File: src/rtl/axi_lite_cmd_master.sv
`default_nettype none
// ============================================================================
// Module      : axi_lite_cmd_master
// Description : AXI4-Lite single-beat master. Converts one-cycle write/read
//               command pulses from local logic into AXI write (AW/W/B) and
//               read (AR/R) transactions, one outstanding at a time. Returns
//               the read data, the response status and a one-cycle done pulse.
// Ports       : clk, rstn           - clock, synchronous active-low reset
//               addr, w_data        - command address / write data
//               wcmd, rcmd          - one-cycle command pulses
//               r_data, rw_status   - last read data / last BRESP or RRESP
//               done                - one-cycle completion pulse
//               aw*/w*/b*/ar*/r*    - AXI4-Lite master channels
// Revision    : 1.0 - initial release
// ============================================================================
module axi_lite_cmd_master #(
    parameter int AW = 32,
    parameter int DW = 32
) (
    input  logic          clk,
    input  logic          rstn,
    // local command interface
    input  logic [AW-1:0] addr,
    input  logic [DW-1:0] w_data,
    input  logic          wcmd,
    input  logic          rcmd,
    output logic [DW-1:0] r_data,
    output logic          done,
    output logic [1:0]    rw_status,
    // write address channel
    output logic          awvalid,
    input  logic          awready,
    output logic [AW-1:0] awaddr,
    // write data channel
    output logic          wvalid,
    input  logic          wready,
    output logic [DW-1:0] wdata,
    // write response channel
    input  logic          bvalid,
    output logic          bready,
    input  logic [1:0]    bresp,
    // read address channel
    output logic          arvalid,
    input  logic          arready,
    output logic [AW-1:0] araddr,
    // read data channel
    input  logic          rvalid,
    output logic          rready,
    input  logic [DW-1:0] rdata,
    input  logic [1:0]    rresp
);

    localparam logic [2:0] S_IDLE    = 3'd0;
    localparam logic [2:0] S_WR_REQ  = 3'd1;
    localparam logic [2:0] S_WR_RESP = 3'd2;
    localparam logic [2:0] S_RD_REQ  = 3'd3;
    localparam logic [2:0] S_RD_DATA = 3'd4;

    logic [2:0]    r_state;
    logic          r_awvalid;
    logic          r_wvalid;
    logic          r_bready;
    logic          r_arvalid;
    logic          r_rready;
    logic          r_done;
    logic [1:0]    r_rw_status;
    logic [DW-1:0] r_r_data;
    logic [AW-1:0] r_awaddr;
    logic [DW-1:0] r_wdata;
    logic [AW-1:0] r_araddr;

    // A write channel counts as finished once its valid is already low or
    // its handshake completes in this cycle; AW and W may finish in either
    // order, so the move to the response phase waits for both.
    logic w_aw_clear;
    logic w_w_clear;

    assign w_aw_clear = !r_awvalid || awready;
    assign w_w_clear  = !r_wvalid  || wready;

    always_ff @(posedge clk) begin
        if (!rstn) begin
            r_state     <= S_IDLE;
            r_awvalid   <= 1'b0;
            r_wvalid    <= 1'b0;
            r_bready    <= 1'b0;
            r_arvalid   <= 1'b0;
            r_rready    <= 1'b0;
            r_done      <= 1'b0;
            r_rw_status <= 2'b00;
            r_r_data    <= '0;
            r_awaddr    <= '0;
            r_wdata     <= '0;
            r_araddr    <= '0;
        end else begin
            r_done <= 1'b0;
            case (r_state)
                S_IDLE: begin
                    // Write has priority when both pulses arrive together.
                    if (wcmd) begin
                        r_awaddr  <= addr;
                        r_wdata   <= w_data;
                        r_awvalid <= 1'b1;
                        r_wvalid  <= 1'b1;
                        r_state   <= S_WR_REQ;
                    end else if (rcmd) begin
                        r_araddr  <= addr;
                        r_arvalid <= 1'b1;
                        r_state   <= S_RD_REQ;
                    end
                end
                S_WR_REQ: begin
                    if (r_awvalid && awready) begin
                        r_awvalid <= 1'b0;
                    end
                    if (r_wvalid && wready) begin
                        r_wvalid <= 1'b0;
                    end
                    if (w_aw_clear && w_w_clear) begin
                        r_bready <= 1'b1;
                        r_state  <= S_WR_RESP;
                    end
                end
                S_WR_RESP: begin
                    if (bvalid && r_bready) begin
                        r_rw_status <= bresp;
                        r_bready    <= 1'b0;
                        r_done      <= 1'b1;
                        r_state     <= S_IDLE;
                    end
                end
                S_RD_REQ: begin
                    if (r_arvalid && arready) begin
                        r_arvalid <= 1'b0;
                        r_rready  <= 1'b1;
                        r_state   <= S_RD_DATA;
                    end
                end
                S_RD_DATA: begin
                    if (rvalid && r_rready) begin
                        r_r_data    <= rdata;
                        r_rw_status <= rresp;
                        r_rready    <= 1'b0;
                        r_done      <= 1'b1;
                        r_state     <= S_IDLE;
                    end
                end
                default: begin
                    r_state <= S_IDLE;
                end
            endcase
        end
    end

    assign awvalid   = r_awvalid;
    assign wvalid    = r_wvalid;
    assign bready    = r_bready;
    assign arvalid   = r_arvalid;
    assign rready    = r_rready;
    assign done      = r_done;
    assign rw_status = r_rw_status;
    assign r_data    = r_r_data;
    assign awaddr    = r_awaddr;
    assign wdata     = r_wdata;
    assign araddr    = r_araddr;

endmodule
`default_nettype wire

File: config.mk
export PLATFORM = sky130hd
export DESIGN_NAME = axi_lite_cmd_master
export DESIGN_NICKNAME = d
export VERILOG_FILES = /design/src/rtl/axi_lite_cmd_master.sv
export SDC_FILE = /design/constraint.sdc
export NUM_CORES = 1
export LEC_CHECK = 0
export BUFFER_PORTS_ARGS = -buffer_cell sky130_fd_sc_hd__buf_2
export CAP_MARGIN = 5
export CORE_MARGIN = 2
export CORE_UTILIZATION = 49
export DETAILED_ROUTE_END_ITERATION = 16
export GPL_ROUTABILITY_DRIVEN = 0
export GPL_TIMING_DRIVEN = 0
export PLACE_DENSITY = 0.93
export SYNTH_ARGS = -nofsm -noshare
export SYNTH_HDL_FRONTEND = slang
export SYNTH_SLANG_ARGS = --single-unit
File: constraint.sdc
create_clock -name clk -period 2.9 [get_ports clk]
set_input_delay 0.145 -clock clk [delete_from_list [all_inputs] [get_ports clk]]
set_output_delay 0.145 -clock clk [all_outputs]
set_load 0.1 [all_outputs]
Word-level counts from Yosys, hierarchy flattened
Cells that the tools add are included.
{"block": "word_totals", "register_bits": 139, "input_bits": 109, "out_inout_bits": 136}
{"block": "classes", "eq_ne": 14, "mux": 28, "bitwise_logic": 1, "n_reduce_logical": 26}
{"cell": "3-bit two-way mux", "n": 6}
{"cell": "2-bit inequality test (second input constant)", "n": 9}
{"cell": "3-bit AND reduction", "n": 6}
{"cell": "3-bit case mux with 5 select lines", "n": 1}
{"cell": "1-bit two-way mux", "n": 12}
{"cell": "1-bit case mux with 2 select lines", "n": 6}
{"cell": "2-bit nonzero test", "n": 5}
{"cell": "3-bit by 2-bit equality test with 1-bit output (second input constant)", "n": 2}
{"cell": "1-bit logical AND", "n": 6}
{"cell": "5-bit AND reduction", "n": 1}
{"cell": "2-bit two-way mux", "n": 2}
{"cell": "2-bit case mux with 2 select lines", "n": 1}
{"cell": "2-bit AND reduction", "n": 2}
{"cell": "4-bit AND reduction", "n": 1}
{"cell": "3-bit by 1-bit equality test with 1-bit output (second input constant)", "n": 1}
{"cell": "3-bit equality test (second input constant)", "n": 1}
{"cell": "3-bit zero test", "n": 1}
{"cell": "3-bit inequality test (second input constant)", "n": 1}
{"cell": "1-bit zero test", "n": 2}
{"cell": "1-bit logical OR", "n": 2}
{"cell": "1-bit inverter", "n": 1}

Logic depth before layout (Yosys ltp)
Gate-level depths: netlist of the first run.
{"block": "logic_depth", "word_depth": 5, "mapped_depth": 6, "mapped_depth_nobuf": 4}

Worst setup path after synthesis of the first run
Ideal clock, no wire load.
{"block": "synth_timing", "path_kind": "reg2reg", "start": "register, netlist name rready", "end": "register r_arvalid, in the netlist arvalid", "arrival_time_ns": 1.882, "path_slack_ns": 0.899, "stages_incl_launch_ff": 5, "n_path_buf": 0, "synth_period_minus_slack_ns": 2.001, "path_cell_list": "dfxtp_1 > nand2_1 > a22oi_2 > nand4_2 > o221a_2"}
{"element": "end signal: assignment", "line": "87", "source": "r_arvalid <= 1'b0;"}
{"element": "end signal: assignment", "line": "108", "source": "r_arvalid <= 1'b1;"}
{"element": "end signal: assignment", "line": "134", "source": "r_arvalid <= 1'b0;"}
{"element": "end: declaration", "line": "63", "source": "logic r_arvalid;"}

Worst setup path in the final report of the first run
{"block": "layout_timing", "start": "register r_state[0]", "end": "register r_awaddr[23], in the netlist awaddr[23]"}
{"block": "layout_between", "elab_chain_cells": 2}
{"element": "start: declaration", "line": "59", "source": "logic [2:0] r_state;"}
{"element": "start signal: assignment", "line": "83", "source": "r_state <= S_IDLE;"}
{"element": "start signal: assignment", "line": "105", "source": "r_state <= S_WR_REQ;"}
{"element": "start signal: assignment", "line": "109", "source": "r_state <= S_RD_REQ;"}
{"element": "3-bit zero test", "line": "97", "source": "case (r_state)"}
{"element": "2-bit AND reduction (no source line)"}
{"element": "end signal: assignment", "line": "101", "source": "r_awaddr <= addr;"}
{"element": "end: declaration", "line": "68", "source": "logic [AW-1:0] r_awaddr;"}
Every way passes these cells.
A chain may end at the register's enable or synchronous reset.

==> results of run 1 <==
final cells by class:
| type | count | area [um2] | area share (%) |
|---|---|---|---|
| well taps | 133 | 166 | 2.11 |
| multi-input cells | 431 | 1940 | 24.6 |
| flip-flops and latches | 139 | 2780 | 35.3 |
| plain buffers | 41 | 180 | 2.29 |
| clock inverters | 13 | 144 | 1.83 |
| clock buffers | 18 | 418 | 5.31 |
| repair buffers | 346 | 2240 | 28.5 |
| inverters | 1 | 3.75 | 0.0477 |
| diodes | 1 | 2.50 | 0.0318 |
worst min path at each step:
stage / end / cells after the start / slack (ns) / startpoint
6_report: r_state[0] / 4 / 0.09 / rcmd
4_1_cts: rw_status[1] / 3 / 0.001 / rresp[1]
3_3_place_gp: awvalid / 2 / 0.34 / awready
3_5_place_dp: awvalid / 2 / 0.35 / awready
5_1_grt: rw_status[0] / 3 / 0.05 / bresp[0]
2_1_floorplan: awvalid / 1 / 0.24 / awready
stage by stage:
step / power (uW) / instances / area (um2)
final: 7640 / 1123 / 7880
after global routing: 7900 / 1122 / 7870
after CTS: 7570 / 1122 / 7870
after detailed placement: 5440 / 989 / 6290
after global placement: 5400 / 989 / 6290
after floorplan: 4890 / 612 / 4900
routing by layer:
layer	vias to the layer above	GRT usage, %	wire [um]
met5	-	0	0
met4	0	26.6	1330
met3	112	7.27	1350
met2	377	59.5	9440
met1	2752	34.7	6560
li1	2738	-	-
logic make-up (layout without fill, tap and decap cells):
group / Yosys count / after routing
DFF: 139 / 139
other: 0 / 1
AOI/OAI and AO/OA: 143 / 143
buffers and inverters: 42 / 419
and+or+nand+nor: 285 / 285
muxes: 3 / 3
power by group through the flow:
stage / sequential (uW) / combinational [uW] / clock, uW
floorplan: 4250 / 643 / 0
global placement: 2360 / 3040 / 0
detailed placement: 2380 / 3060 / 0
CTS: 2340 / 3180 / 2060
global route: 2380 / 3370 / 2150
finish: 2360 / 3240 / 2040
registers in the layout, indices dropped and copies added (netlist names):
| signal | flops |
|---|---|
| arvalid | 1 |
| done | 1 |
| wdata | 32 |
| r_state | 3 |
| r_data | 32 |
| rready | 1 |
| rw_status | 2 |
| awaddr | 32 |
| bready | 1 |
| araddr | 32 |
| wvalid | 1 |
| awvalid | 1 |
cells in the final DEF, fill, tap and decap left out, types with 2 or more instances in the layout:
| master | n |
|---|---|
| sky130_fd_sc_hd__buf_4 | 4 |
| sky130_fd_sc_hd__a211oi_1 | 2 |
| sky130_fd_sc_hd__clkbuf_16 | 16 |
| sky130_fd_sc_hd__clkinv_2 | 2 |
| sky130_fd_sc_hd__inv_6 | 3 |
| sky130_fd_sc_hd__nor3b_1 | 2 |
| sky130_fd_sc_hd__buf_2 | 253 |
| sky130_fd_sc_hd__bufinv_16 | 2 |
| sky130_fd_sc_hd__nor2b_1 | 3 |
| sky130_fd_sc_hd__nand2_1 | 262 |
| sky130_fd_sc_hd__and3_1 | 2 |
| sky130_fd_sc_hd__nand3b_1 | 2 |
| sky130_fd_sc_hd__a21oi_1 | 131 |
| sky130_fd_sc_hd__clkinvlp_4 | 4 |
| sky130_fd_sc_hd__dlygate4sd3_1 | 102 |
| sky130_fd_sc_hd__dfxtp_1 | 139 |
| sky130_fd_sc_hd__nand3_1 | 3 |
| sky130_fd_sc_hd__mux2i_1 | 3 |
| sky130_fd_sc_hd__nor2_1 | 4 |
| sky130_fd_sc_hd__a311oi_1 | 3 |
| sky130_fd_sc_hd__clkbuf_1 | 29 |
| sky130_fd_sc_hd__clkinv_4 | 2 |
critical path: stages (launching register included):
cell and delay (ns):
sky130_fd_sc_hd__dfxtp_1 0.37, sky130_fd_sc_hd__nor3_2 0.36, sky130_fd_sc_hd__nand2_1 0.37, sky130_fd_sc_hd__clkbuf_1 0.35, sky130_fd_sc_hd__nand2_1 0.16, sky130_fd_sc_hd__a21oi_1 0.09
==> results by group, run 1 <==
Cells and area
  • Total of fill cells in the finished design: 568
  • Area delta synth->final: 60.6%
  • Final cell utilization of the core: 80.9%
  • Fraction of final layout cells sized beyond drive strength 1: 29.7%
  • Number of nets at the end of the flow: 1086

Timing
  • Hold Fails Final Rpt: 0
  • Max-slew violation count: 0
  • Setup repair after global routing missed its margin: false
  • Final Setup Violations: 0
  • F_max: 545 MHz
  • Tightest slew margin relative to the limit: 56.0%
  • Worst Slack Setup Final: 1.07 ns
  • Aggregate negative setup slack: 0 ns
  • Setup Skew: 0.0114 ns
  • Worst hold slack across all endpoints: 0.0933 ns
  • Pin slew with the least headroom to its limit: 0.659 ns
  • Period minus WS final: 1.83 ns
  • Share of the cycle needed by the critical path after routing: 63.2%

Critical path
  • Max FO, Critical Path: 10
  • Critical Path Start: r_state[0]
  • WP data arrival: 2.18 ns
  • Flop-to-flop setup slack: 1.07 ns
  • Launch instance of the worst register-to-register path: r_state[0]
  • End of the critical path: awaddr[23]
  • Capturing element type of the critical path: flip-flop
  • Worst r2r dst: awaddr[23]
  • Setup CP Type: flip-flop to flip-flop
  • Worst Setup Start Kind: flip-flop
  • Worst path required time: 3.25 ns
  • Count of cells along the worst register-to-register path: 5

Drt
  • Via/cell ratio: 5.32
  • Wirelength, routed: 18.7 mm
  • Remaining antenna violation count after routing: 0
  • Via total after detailed routing: 5979
  • 1st-pass router iterations: 5
  • Wirelength per Cell: 16.6 um
  • Post-route DRC: 0
  • Violation count after the first detailed-route iteration: 432

Logic synthesis
  • Mapped Nets: 721
  • Number of enable flip-flop cells after synthesis: 0
  • Fraction of synthesized cell area taken by the top area cell type: 56.8%
  • Cell types occupying the most area after synthesis: sky130_fd_sc_hd__dfxtp_1 57%, sky130_fd_sc_hd__nand2_1 20%, sky130_fd_sc_hd__a21oi_1 13%
  • Area share of and/or/nand/nor cells after synthesis: 23.4%
  • Dominant cell by count in the synthesized netlist: sky130_fd_sc_hd__nand2_1
  • Xor/xnor cell area share of the yosys netlist: 0%
  • Compound-gate portion of the synthesized area: 15.5%
  • Average size of a mapped cell: 8.01 um2
  • Dominant cell type by area after synthesis: sky130_fd_sc_hd__dfxtp_1
  • Syn Inst Count: 612
  • Most frequent cells after synthesis: 262 x sky130_fd_sc_hd__nand2_1, 139 x sky130_fd_sc_hd__dfxtp_1, 131 x sky130_fd_sc_hd__a21oi_1
  • Async set or reset register ratio after synthesis: 0%
  • Yosys cell types: 30
  • Fraction of the yosys area taken by sequential cells: 56.8%
  • Synthesis-stage register bit count: 139
  • Post-synth design cell area: 4900 um2
  • Adder-Cell Fraction of Synth Area: 0%
  • Predominant post-synthesis flop cell: sky130_fd_sc_hd__dfxtp_1
  • Combinational family with the most area after synthesis: simple AND/OR/NAND/NOR gates
  • Warning count from the yosys run: 0
  • Mux contribution to synthesized area: 0.613%

Power
  • Psw: 3640 uW
  • Worst-case vdd ir drop: 0.777 mV
  • Combinational share of power: 42.4%
  • Part of the total power dissipated in the clock network: 26.7%
  • Sw Share: 47.7%
  • Total power density per cell area: 970 nW/um2
  • Leakage power total: 0.00356 uW
  • Flop pwr share: 30.8%
  • P_int: 4000 uW

Clock network
  • Cell at the root of the clock tree: sky130_fd_sc_hd__clkbuf_8
  • Bufs on Longest Clock Path: 2
  • Insertion delay to the later sink of the worst-skew pair: 0.49 ns
  • Register clock-pin slew on the reported worst setup and hold paths: 0.06 ns
  • Number of CTS-inserted buffers: 17
  • Number of cells upsized or downsized after cts: 0
  • Number of sinks on the clock net: 139
  • TritonCTS clock tree: built
  • Post-CTS Hold Buffers: 102
  • Number of setup buffers added after CTS: 0
  • H-tree levels: 4

Global route
  • Antenna violations before repair: 0
  • Vias in the first global route: 6169
  • Global Route Usage Sum: 33.8%
  • Largest net degree at the start of global routing: 17
  • Total congestion overflow: 0
  • Wire length of the first global-routing pass: 29.6 mm

Floorplanning
  • Number of rows in the core area: 36
  • Initial Utilization: 50.4%
  • Vertical extent of the die: 104 um
  • Area enclosed by the die boundary: 10800 um2
  • Total core area: 9730 um2
  • Number of ports placed on the die boundary: 245
  • Horizontal die dimension: 104 um

Placement
  • Total half-perimeter wirelength after legalization and detailed placement: 10.3 mm
  • Dpl ws: 1.13 ns
  • Port Buf Inserts: 244

Status
  • Run status: finished, final reports clean

Job
  • Max-capacitance violation count: 0

Min path
  • Worst min path class: primary input to flip-flop
Power figures use the tool's default switching activity.
==> run 2: changes to the inputs <==
--- a/config.mk
+++ b/config.mk
@@ -5,14 +5,15 @@
 export SDC_FILE = /design/constraint.sdc
 export NUM_CORES = 1
 export LEC_CHECK = 0
+export ABC_AREA = 1
 export BUFFER_PORTS_ARGS = -buffer_cell sky130_fd_sc_hd__buf_2
 export CAP_MARGIN = 5
 export CORE_MARGIN = 2
-export CORE_UTILIZATION = 49
+export CORE_UTILIZATION = 46
 export DETAILED_ROUTE_END_ITERATION = 16
 export GPL_ROUTABILITY_DRIVEN = 0
 export GPL_TIMING_DRIVEN = 0
-export PLACE_DENSITY = 0.93
+export PLACE_DENSITY = 0.88
 export SYNTH_ARGS = -nofsm -noshare
 export SYNTH_HDL_FRONTEND = slang
 export SYNTH_SLANG_ARGS = --single-unit
==> constraint.sdc (replaced) <==
create_clock -name clk -period 1.75 [get_ports clk]
set_input_delay 0.0875 -clock clk [delete_from_list [all_inputs] [get_ports clk]]
set_output_delay 0.0875 -clock clk [all_outputs]
set_load 0.1 [all_outputs]
==> run 2 against run 1 <==
Clock power rose by 87%. Routed wire length rose by 6.9%. Highest routed layer unchanged. Clock skew barely moved. Largest cell class unchanged. Sequential share of layout area fell by 1.2 points. Die area rose by 9.6%. Largest power group unchanged. Sequential cell count did not move.
==> results by group, run 2 <==
Status
  • Run status: finished, final reports clean (unchanged)

Floorplanning
  • Total core area: 10800 um2 (was 9730 um2)
  • Area enclosed by the die boundary: 11900 um2 (was 10800 um2)
  • Number of ports placed on the die boundary: 245 (unchanged)
  • Initial Utilization: 46.9% (was 50.4%)
  • Number of rows in the core area: 38 (was 36)
  • Vertical extent of the die: 109 um (was 104 um)
  • Horizontal die dimension: 109 um (was 104 um)

Power
  • Leakage power total: 0.00394 uW (was 0.00356 uW)
  • Total power draw: 13800 uW (was 7640 uW)
  • Total power density per cell area: 1690 nW/um2 (was 970 nW/um2)
  • Worst-case vdd ir drop: 1.14 mV (was 0.777 mV)

Timing
  • Share of the cycle needed by the critical path after routing: 91.2% (was 63.2%)
  • Setup repair after global routing missed its margin: false (unchanged)
  • Aggregate negative setup slack: 0 ns (unchanged)
  • Period minus WS final: 1.60 ns (was 1.83 ns)
  • Max-slew violation count: 0 (unchanged)
  • Tightest slew margin relative to the limit: 58.4% (was 56.0%)
  • Hold Fails Final Rpt: 0 (unchanged)
  • Pin slew with the least headroom to its limit: 0.624 ns (was 0.659 ns)
  • F_max: 626 MHz (was 545 MHz)
  • Setup Skew: 0.0114 ns (about the same)
  • Final Setup Violations: 0 (unchanged)
  • Worst hold slack across all endpoints: 0.0580 ns (was 0.0933 ns)

Clock network
  • Insertion delay to the later sink of the worst-skew pair: 0.53 ns (was 0.49 ns)
  • Register clock-pin slew on the reported worst setup and hold paths: 0.06 ns (about the same)
  • Number of sinks on the clock net: 139 (unchanged)
  • Number of CTS-inserted buffers: 17 (unchanged)
  • Number of setup buffers added after CTS: 0 (unchanged)
  • Bufs on Longest Clock Path: 2 (unchanged)
  • H-tree levels: 4 (unchanged)
  • Cell at the root of the clock tree: sky130_fd_sc_hd__clkbuf_8 (unchanged)
  • TritonCTS clock tree: built (unchanged)

Drt
  • Violation count after the first detailed-route iteration: 416 (was 432)
  • Wirelength, routed: 20.0 mm (was 18.7 mm)
  • Remaining antenna violation count after routing: 0 (unchanged)
  • DR top layer: met4 (unchanged)
  • Post-route DRC: 0 (unchanged)
  • DR WL met2: 9.95 mm (was 9.44 mm)
  • Via/cell ratio: 5.39 (was 5.32)
  • Via total after detailed routing: 6330 (was 5979)
  • Met1 wire length: 7.20 mm (was 6.56 mm)
  • 1st-pass router iterations: 8 (was 5)
  • Routed wl met3: 1.61 mm (was 1.35 mm)
  • Wirelength per Cell: 17.0 um (was 16.6 um)

Job
  • Max-capacitance violation count: 0 (unchanged)

Logic synthesis
  • Mapped Nets: 761 (was 721)
  • Number of enable flip-flop cells after synthesis: 0 (unchanged)
  • Cell types occupying the most area after synthesis: sky130_fd_sc_hd__dfxtp_1 55%, sky130_fd_sc_hd__nor2_1 10%, sky130_fd_sc_hd__a21oi_1 7.0% (was sky130_fd_sc_hd__dfxtp_1 57%, sky130_fd_sc_hd__nand2_1 20%, sky130_fd_sc_hd__a21oi_1 13%)
  • Post-synth design cell area: 5060 um2 (was 4900 um2)
  • Async set or reset register ratio after synthesis: 0% (unchanged)
  • Syn Inst Count: 652 (was 612)
  • Warning count from the yosys run: 0 (unchanged)
  • Average size of a mapped cell: 7.76 um2 (was 8.01 um2)
  • Fraction of the yosys area taken by sequential cells: 55.0% (was 56.8%)
  • Fraction of synthesized cell area taken by the top area cell type: 55.0% (was 56.8%)
  • Yosys cell types: 22 (was 30)
  • Predominant post-synthesis flop cell: sky130_fd_sc_hd__dfxtp_1 (unchanged)
  • Most frequent cells after synthesis: 141 x sky130_fd_sc_hd__nor2_1, 139 x sky130_fd_sc_hd__dfxtp_1, 87 x sky130_fd_sc_hd__nand2_1 (was 262 x sky130_fd_sc_hd__nand2_1, 139 x sky130_fd_sc_hd__dfxtp_1, 131 x sky130_fd_sc_hd__a21oi_1)
  • Dominant cell type by area after synthesis: sky130_fd_sc_hd__dfxtp_1 (unchanged)
  • Dominant cell by count in the synthesized netlist: sky130_fd_sc_hd__nor2_1 (was sky130_fd_sc_hd__nand2_1)
  • Synthesis-stage register bit count: 139 (unchanged)

Critical path
  • Max FO, Critical Path: 10 (unchanged)
  • Sequence of cells on the critical path: nor2_4 > nand2_1 > nor2_2 > inv_2 > buf_2 > nor2_1 > nor2_1 (was nor3_2 > nand2_1 > clkbuf_1 > nand2_1 > a21oi_1)
  • WP data arrival: 2.01 ns (was 2.18 ns)
  • Cell family with the largest share of critical-path delay: simple AND/OR/NAND/NOR gates (unchanged)
  • Capturing element type of the critical path: flip-flop (unchanged)
  • Count of cells along the worst register-to-register path: 7 (was 5)
  • Flop-to-flop setup slack: 0.15 ns (was 1.07 ns)
  • Worst Setup Start Kind: flip-flop (unchanged)
  • Worst path required time: 2.16 ns (was 3.25 ns)
  • Count of buffering cells on the critical path with inverters included: 2 (was 1)
  • Launch instance of the worst register-to-register path: r_state[0] (unchanged)
  • Worst r2r dst: r_data[13] (was awaddr[23])
  • Most repeated library cell on the critical path: sky130_fd_sc_hd__nor2_1 (was sky130_fd_sc_hd__nand2_1)
  • Largest incremental delay on the critical path: 0.36 ns (was 0.37 ns)
  • Setup CP Type: flip-flop to flip-flop (unchanged)
  • Master of the slowest instance on the critical path: sky130_fd_sc_hd__dfxtp_1 (unchanged)

Min path
  • Worst min path class: primary input to flip-flop (unchanged)
  • Number of cells on the worst hold path: 6 (was 4)
  • Worst Min Path Start: wcmd (was rcmd)
  • Worst hold path endpoint: r_state[1] (was r_state[0])

Placement
  • Cell count after placement: 1035 (was 989)
  • Post-Place Cell Area: 6450 um2 (was 6290 um2)
  • Port Buf Inserts: 243 (was 244)
  • Total half-perimeter wirelength after legalization and detailed placement: 11.4 mm (was 10.3 mm)

Cells and area
  • Total of fill cells in the finished design: 726 (was 568)
  • Area delta synth->final: 61.1% (was 60.6%)
  • Commonest non-fill, non-tap cells in the layout: 257 x sky130_fd_sc_hd__buf_2, 141 x sky130_fd_sc_hd__nor2_1, 138 x sky130_fd_sc_hd__dfxtp_1, 107 x sky130_fd_sc_hd__dlygate4sd3_1, 87 x sky130_fd_sc_hd__nand2_1 (was 262 x sky130_fd_sc_hd__nand2_1, 253 x sky130_fd_sc_hd__buf_2, 139 x sky130_fd_sc_hd__dfxtp_1, 131 x sky130_fd_sc_hd__a21oi_1, 102 x sky130_fd_sc_hd__dlygate4sd3_1)
  • Most common cell after layout, fill and taps aside: sky130_fd_sc_hd__buf_2 (was sky130_fd_sc_hd__nand2_1)
  • Number of nets at the end of the flow: 1129 (was 1086)
  • Final cell count without fillers: 1174 (was 1123)
  • Final design instance area without fill: 8160 um2 (was 7880 um2)
  • Fraction of final layout cells sized beyond drive strength 1: 30.4% (was 29.7%)

Global route
  • Largest net degree at the start of global routing: 17 (unchanged)
  • Wire length of the first global-routing pass: 30.1 mm (was 29.6 mm)
  • Global Route Usage Sum: 32.8% (was 33.8%)
  • Total congestion overflow: 0 (unchanged)
  • Antenna violations before repair: 0 (unchanged)
  • Vias in the first global route: 6243 (was 6169)
-- run 2: changes by cell type after synthesis, moves of 5 or more --
cell	before	now
sky130_fd_sc_hd__a21oi_1	131	71
sky130_fd_sc_hd__buf_1	0	6
sky130_fd_sc_hd__buf_2	9	14
sky130_fd_sc_hd__clkbuf_1	28	17
sky130_fd_sc_hd__inv_1	0	11
sky130_fd_sc_hd__nand2_1	262	87
sky130_fd_sc_hd__nand3_1	3	71
sky130_fd_sc_hd__nor2_1	4	141
sky130_fd_sc_hd__o21ai_0	1	65
-- run 2: layout make-up --
| type | count | area [um2] | area share [%] |
|---|---|---|---|
| well taps | 140 | 175 | 2.15 |
| inverters | 16 | 60.1 | 0.736 |
| diodes | 1 | 2.50 | 0.0307 |
| repair buffers | 350 | 2290 | 28.0 |
| clock inverters | 13 | 189 | 2.32 |
| flip-flops and latches | 139 | 2780 | 34.1 |
| plain buffers | 47 | 236 | 2.90 |
| multi-input cells | 449 | 1980 | 24.3 |
| clock buffers | 19 | 442 | 5.41 |
-- run 2: layer usage --
metal / GRT usage (%) / vias to the layer above
li1: - / 2888
met1: 35.0 / 2922
met2: 56.4 / 400
met3: 8.43 / 120
met4: 22.4 / 0
met5: 0 / -
-- run 2: cells by family (layout without fill, tap and decap cells) --
group | count (synthesis) | after routing | share of synthesized area [%]
AND/OR/NAND/NOR | 307 | 307 | 25.0
AO/OA/AOI/OAI | 142 | 142 | 14.1
flip-flops | 139 | 139 | 55.0
buffers and inverters | 64 | 445 | 5.91
other | 0 | 1 | 0
-- run 2: worst max-delay path by stage --
stage | from | end | slack, ns | cells past startpoint
5_1_grt | r_state[2] | araddr[29] | 0.01 | 7
4_1_cts | r_state[2] | araddr[30] | 0.18 | 7
2_1_floorplan | bready | rw_status[0] | 0.09 | 5
3_5_place_dp | r_state[1] | araddr[27] | 0.20 | 8
3_3_place_gp | rstn | wdata[12] | 0.23 | 5
6_report | r_state[0] | r_data[13] | 0.15 | 7
-- run 2: worst min-delay path, cell delays in order --
cell                      delay (ns)
sky130_fd_sc_hd__buf_2          0.13
sky130_fd_sc_hd__nor2_2         0.06
sky130_fd_sc_hd__nor2_1         0.08
sky130_fd_sc_hd__nand3_1        0.09
sky130_fd_sc_hd__nand2_1        0.06
sky130_fd_sc_hd__nor2_1         0.03
-- run 2: repair_timing --
action	in CTS	in global routing
setup endpoints to repair	0	7
hold endpoints to repair	135	0
hold buffers	107	0
gates resized for setup	0	2
-- run 2: where the power goes --
part	leakage, uW	switching, uW	total (uW)	internal, uW
combinational	0.00250	4820	6050	1230
sequential	0.00113	282	3910	3630
clock	0.000305	1420	3820	2400
total	0.00394	6520	13800	7270
-- run 2: through the flow --
stage | utilization [%] | setup slack, ns
3_5_place_dp | 59.8 | 0.195
3_3_place_gp | 59.8 | 0.233
2_1_floorplan | - | 0.0859
5_1_grt | 75.6 | 0.0135
4_1_cts | 75.6 | 0.179
6_report | 75.6 | 0.154
==> run 3: changes to the inputs <==
--- a/config.mk
+++ b/config.mk
@@ -14,6 +14,8 @@
 export GPL_ROUTABILITY_DRIVEN = 0
 export GPL_TIMING_DRIVEN = 0
 export PLACE_DENSITY = 0.88
+export SETUP_SLACK_MARGIN = 0.05
 export SYNTH_ARGS = -nofsm -noshare
 export SYNTH_HDL_FRONTEND = slang
 export SYNTH_SLANG_ARGS = --single-unit
+export TNS_END_PERCENT = 5
==> constraint.sdc (replaced) <==
create_clock -name clk -period 1.58 [get_ports clk]
set_input_delay 0.079 -clock clk [delete_from_list [all_inputs] [get_ports clk]]
set_output_delay 0.079 -clock clk [all_outputs]
set_load 0.1 [all_outputs]
==> run 3 against run 2 <==
Combinational power increased by 12%. Final area increased by 0.71%. Clock power increased by 10%. Worst setup slack got worse by 0.080 ns. Via count about the same. Worst hold slack got worse by 0.044 ns. Non-clock buffer count increased by 2.
==> results by group, run 3 (same netlist as run 2, synthesis figures left out) <==
Status
  • Run status: finished, final reports clean (unchanged)

Global route
  • Largest net degree at the start of global routing: 17 (unchanged)
  • Global Route Usage Sum: 32.7% (was 32.8%)
  • Met3 routing resource usage after global routing: 8.07% (was 8.43%)
  • Most Used Layer, Global Route: met2 (unchanged)
  • Met2 layer usage reported by global route: 56.6% (was 56.4%)
  • Wire length of the first global-routing pass: 29.9 mm (was 30.1 mm)
  • Total congestion overflow: 0 (unchanged)
  • Antenna violations before repair: 0 (unchanged)
  • Global-route track usage on met1: 35.0% (about the same)
  • Vias in the first global route: 6228 (was 6243)

Timing
  • Period minus WS final: 1.51 ns (was 1.60 ns)
  • Max-slew violation count: 0 (unchanged)
  • Pin slew with the least headroom to its limit: 0.642 ns (was 0.624 ns)
  • F_max: 664 MHz (was 626 MHz)
  • Hold Fails Final Rpt: 0 (unchanged)
  • Setup repair after global routing missed its margin: true (was false)
  • Worst hold slack across all endpoints: 0.0140 ns (was 0.0580 ns)
  • Final Setup Violations: 0 (unchanged)
  • Tightest slew margin relative to the limit: 57.2% (was 58.4%)
  • Setup Skew: 0.0105 ns (was 0.0114 ns)
  • Share of the cycle needed by the critical path after routing: 95.3% (was 91.2%)
  • Worst Slack Setup Final: 0.0742 ns (was 0.154 ns)

Critical path
  • WP data arrival: 1.95 ns (was 2.01 ns)
  • Capturing element type of the critical path: flip-flop (unchanged)
  • Worst Setup Start Kind: flip-flop (unchanged)
  • Setup CP Type: flip-flop to flip-flop (unchanged)
  • Worst path required time: 2.03 ns (was 2.16 ns)
  • Max FO, Critical Path: 10 (unchanged)
  • Count of cells along the worst register-to-register path: 7 (unchanged)
  • Flop-to-flop setup slack: 0.07 ns (was 0.15 ns)
  • Launch instance of the worst register-to-register path: r_state[1] (was r_state[0])
  • Worst r2r dst: wdata[13] (was r_data[13])

Floorplanning
  • Horizontal die dimension: 109 um (unchanged)
  • Number of ports placed on the die boundary: 245 (unchanged)
  • Area enclosed by the die boundary: 11900 um2 (unchanged)
  • Total core area: 10800 um2 (unchanged)
  • Vertical extent of the die: 109 um (unchanged)
  • Number of rows in the core area: 38 (unchanged)
  • Initial Utilization: 46.9% (unchanged)

Job
  • Max-capacitance violation count: 0 (unchanged)

Clock network
  • Number of CTS-inserted buffers: 17 (unchanged)
  • Insertion delay to the later sink of the worst-skew pair: 0.52 ns (was 0.53 ns)
  • Bufs on Longest Clock Path: 2 (unchanged)
  • Number of sinks on the clock net: 139 (unchanged)
  • TritonCTS clock tree: built (unchanged)
  • H-tree levels: 4 (unchanged)
  • Register clock-pin slew on the reported worst setup and hold paths: 0.06 ns (about the same)
  • Cell at the root of the clock tree: sky130_fd_sc_hd__clkbuf_8 (unchanged)

Cells and area
  • Fraction of final layout cells sized beyond drive strength 1: 31.1% (was 30.4%)
  • Most common cell after layout, fill and taps aside: sky130_fd_sc_hd__buf_2 (unchanged)
  • Number of nets at the end of the flow: 1131 (was 1129)
  • Area delta synth->final: 62.3% (was 61.1%)
  • Final design instance area without fill: 8210 um2 (was 8160 um2)
  • Commonest non-fill, non-tap cells in the layout: 255 x sky130_fd_sc_hd__buf_2, 141 x sky130_fd_sc_hd__nor2_1, 136 x sky130_fd_sc_hd__dfxtp_1, 107 x sky130_fd_sc_hd__dlygate4sd3_1, 86 x sky130_fd_sc_hd__nand2_1 (was 257 x sky130_fd_sc_hd__buf_2, 141 x sky130_fd_sc_hd__nor2_1, 138 x sky130_fd_sc_hd__dfxtp_1, 107 x sky130_fd_sc_hd__dlygate4sd3_1, 87 x sky130_fd_sc_hd__nand2_1)

Drt
  • Remaining antenna violation count after routing: 0 (unchanged)
  • Via total after detailed routing: 6325 (was 6330)
  • Violation count after the first detailed-route iteration: 495 (was 416)
  • 1st-pass router iterations: 8 (unchanged)
  • Via/cell ratio: 5.38 (was 5.39)
  • Wirelength, routed: 20.1 mm (was 20.0 mm)
  • Post-route DRC: 0 (unchanged)
  • Wirelength per Cell: 17.1 um (was 17.0 um)

Min path
  • Worst min path class: primary input to flip-flop (unchanged)
  • Worst hold path endpoint: araddr[0] (was r_state[1])
  • Worst Min Path Start: rcmd (was wcmd)
  • Number of cells on the worst hold path: 4 (was 6)

Power
  • Total power draw: 15400 uW (was 13800 uW)
  • Total power density per cell area: 1870 nW/um2 (was 1690 nW/um2)
  • Worst-case vdd ir drop: 1.25 mV (was 1.14 mV)
  • Leakage power total: 0.00396 uW (was 0.00394 uW)

Placement
  • Dpl ws: 0.0251 ns (was 0.195 ns)
  • Post-Place Cell Area: 6450 um2 (unchanged)
  • Port Buf Inserts: 243 (unchanged)
  • Total half-perimeter wirelength after legalization and detailed placement: 11.4 mm (unchanged)
## run 3: cell types whose count changed in the layout (fill, tap and decap cells not counted), sizes merged
cell and change:
clkbuf +1, buf +1
## run 3: through the flow
| stage | instances | TNS, ns | util [%] |
|---|---|---|---|
| floorplan | 652 | -0.220 | - |
| global placement | 1035 | 0 | 59.8 |
| detailed placement | 1035 | 0 | 59.8 |
| CTS | 1172 | 0 | 75.4 |
| global route | 1175 | 0 | 76.1 |
| finish | 1176 | 0 | 76.1 |
## run 3: worst max-delay path by stage
| stage | start | to | slack, ns | depth (start not counted) |
|---|---|---|---|---|
| finish | r_state[1] | wdata[13] | 0.07 | 7 |
| global route | r_state[1] | wdata[13] | 0.001 | 7 |
| CTS | r_state[2] | araddr[1] | 0.02 | 7 |
| detailed placement | r_state[1] | araddr[27] | 0.03 | 8 |
| global placement | r_state[1] | araddr[23] | 0.06 | 7 |
| floorplan | bready | rw_status[0] | -0.08 | 5 |
## run 3: routing by layer
layer	vias to the layer above	wire length [um]
li1	2886	-
met1	2916	7190
met2	408	10100
met3	115	1610
met4	0	1180
met5	-	0
## run 3: report_power, final
| part | switching, uW | total [uW] | internal (uW) |
|---|---|---|---|
| combinational | 5360 | 6790 | 1430 |
| sequential | 320 | 4350 | 4030 |
| clock | 1560 | 4220 | 2660 |
| total | 7240 | 15400 | 8120 |
## run 3: timing repair
item                       4_1_cts  5_1_grt
hold endpoints to repair       135        2
pin swaps                        0        2
resized for setup                2       24
hold buffers                   105        2
gates cloned                     0        0
setup buffers                    0        1
setup endpoints to repair       17      103
## run 3: layout make-up
class / count / area (um2)
sequential: 139 / 2790
fill: 716 / 2580
timing repair buffer: 351 / 2290
multi-input combinational: 449 / 2010
clock buffer: 19 / 442
buffer: 48 / 256
clock inverter: 13 / 189
tap: 140 / 175
inverter: 16 / 62.6
antenna: 1 / 2.50
## run 3: critical path, stage by stage, from the launching register on
cell	delay, ns
sky130_fd_sc_hd__dfxtp_2	0.35
sky130_fd_sc_hd__nor2_4	0.15
sky130_fd_sc_hd__nand2_2	0.11
sky130_fd_sc_hd__inv_2	0.09
sky130_fd_sc_hd__buf_4	0.19
sky130_fd_sc_hd__buf_4	0.20
sky130_fd_sc_hd__nand3_1	0.14
sky130_fd_sc_hd__a21oi_2	0.21
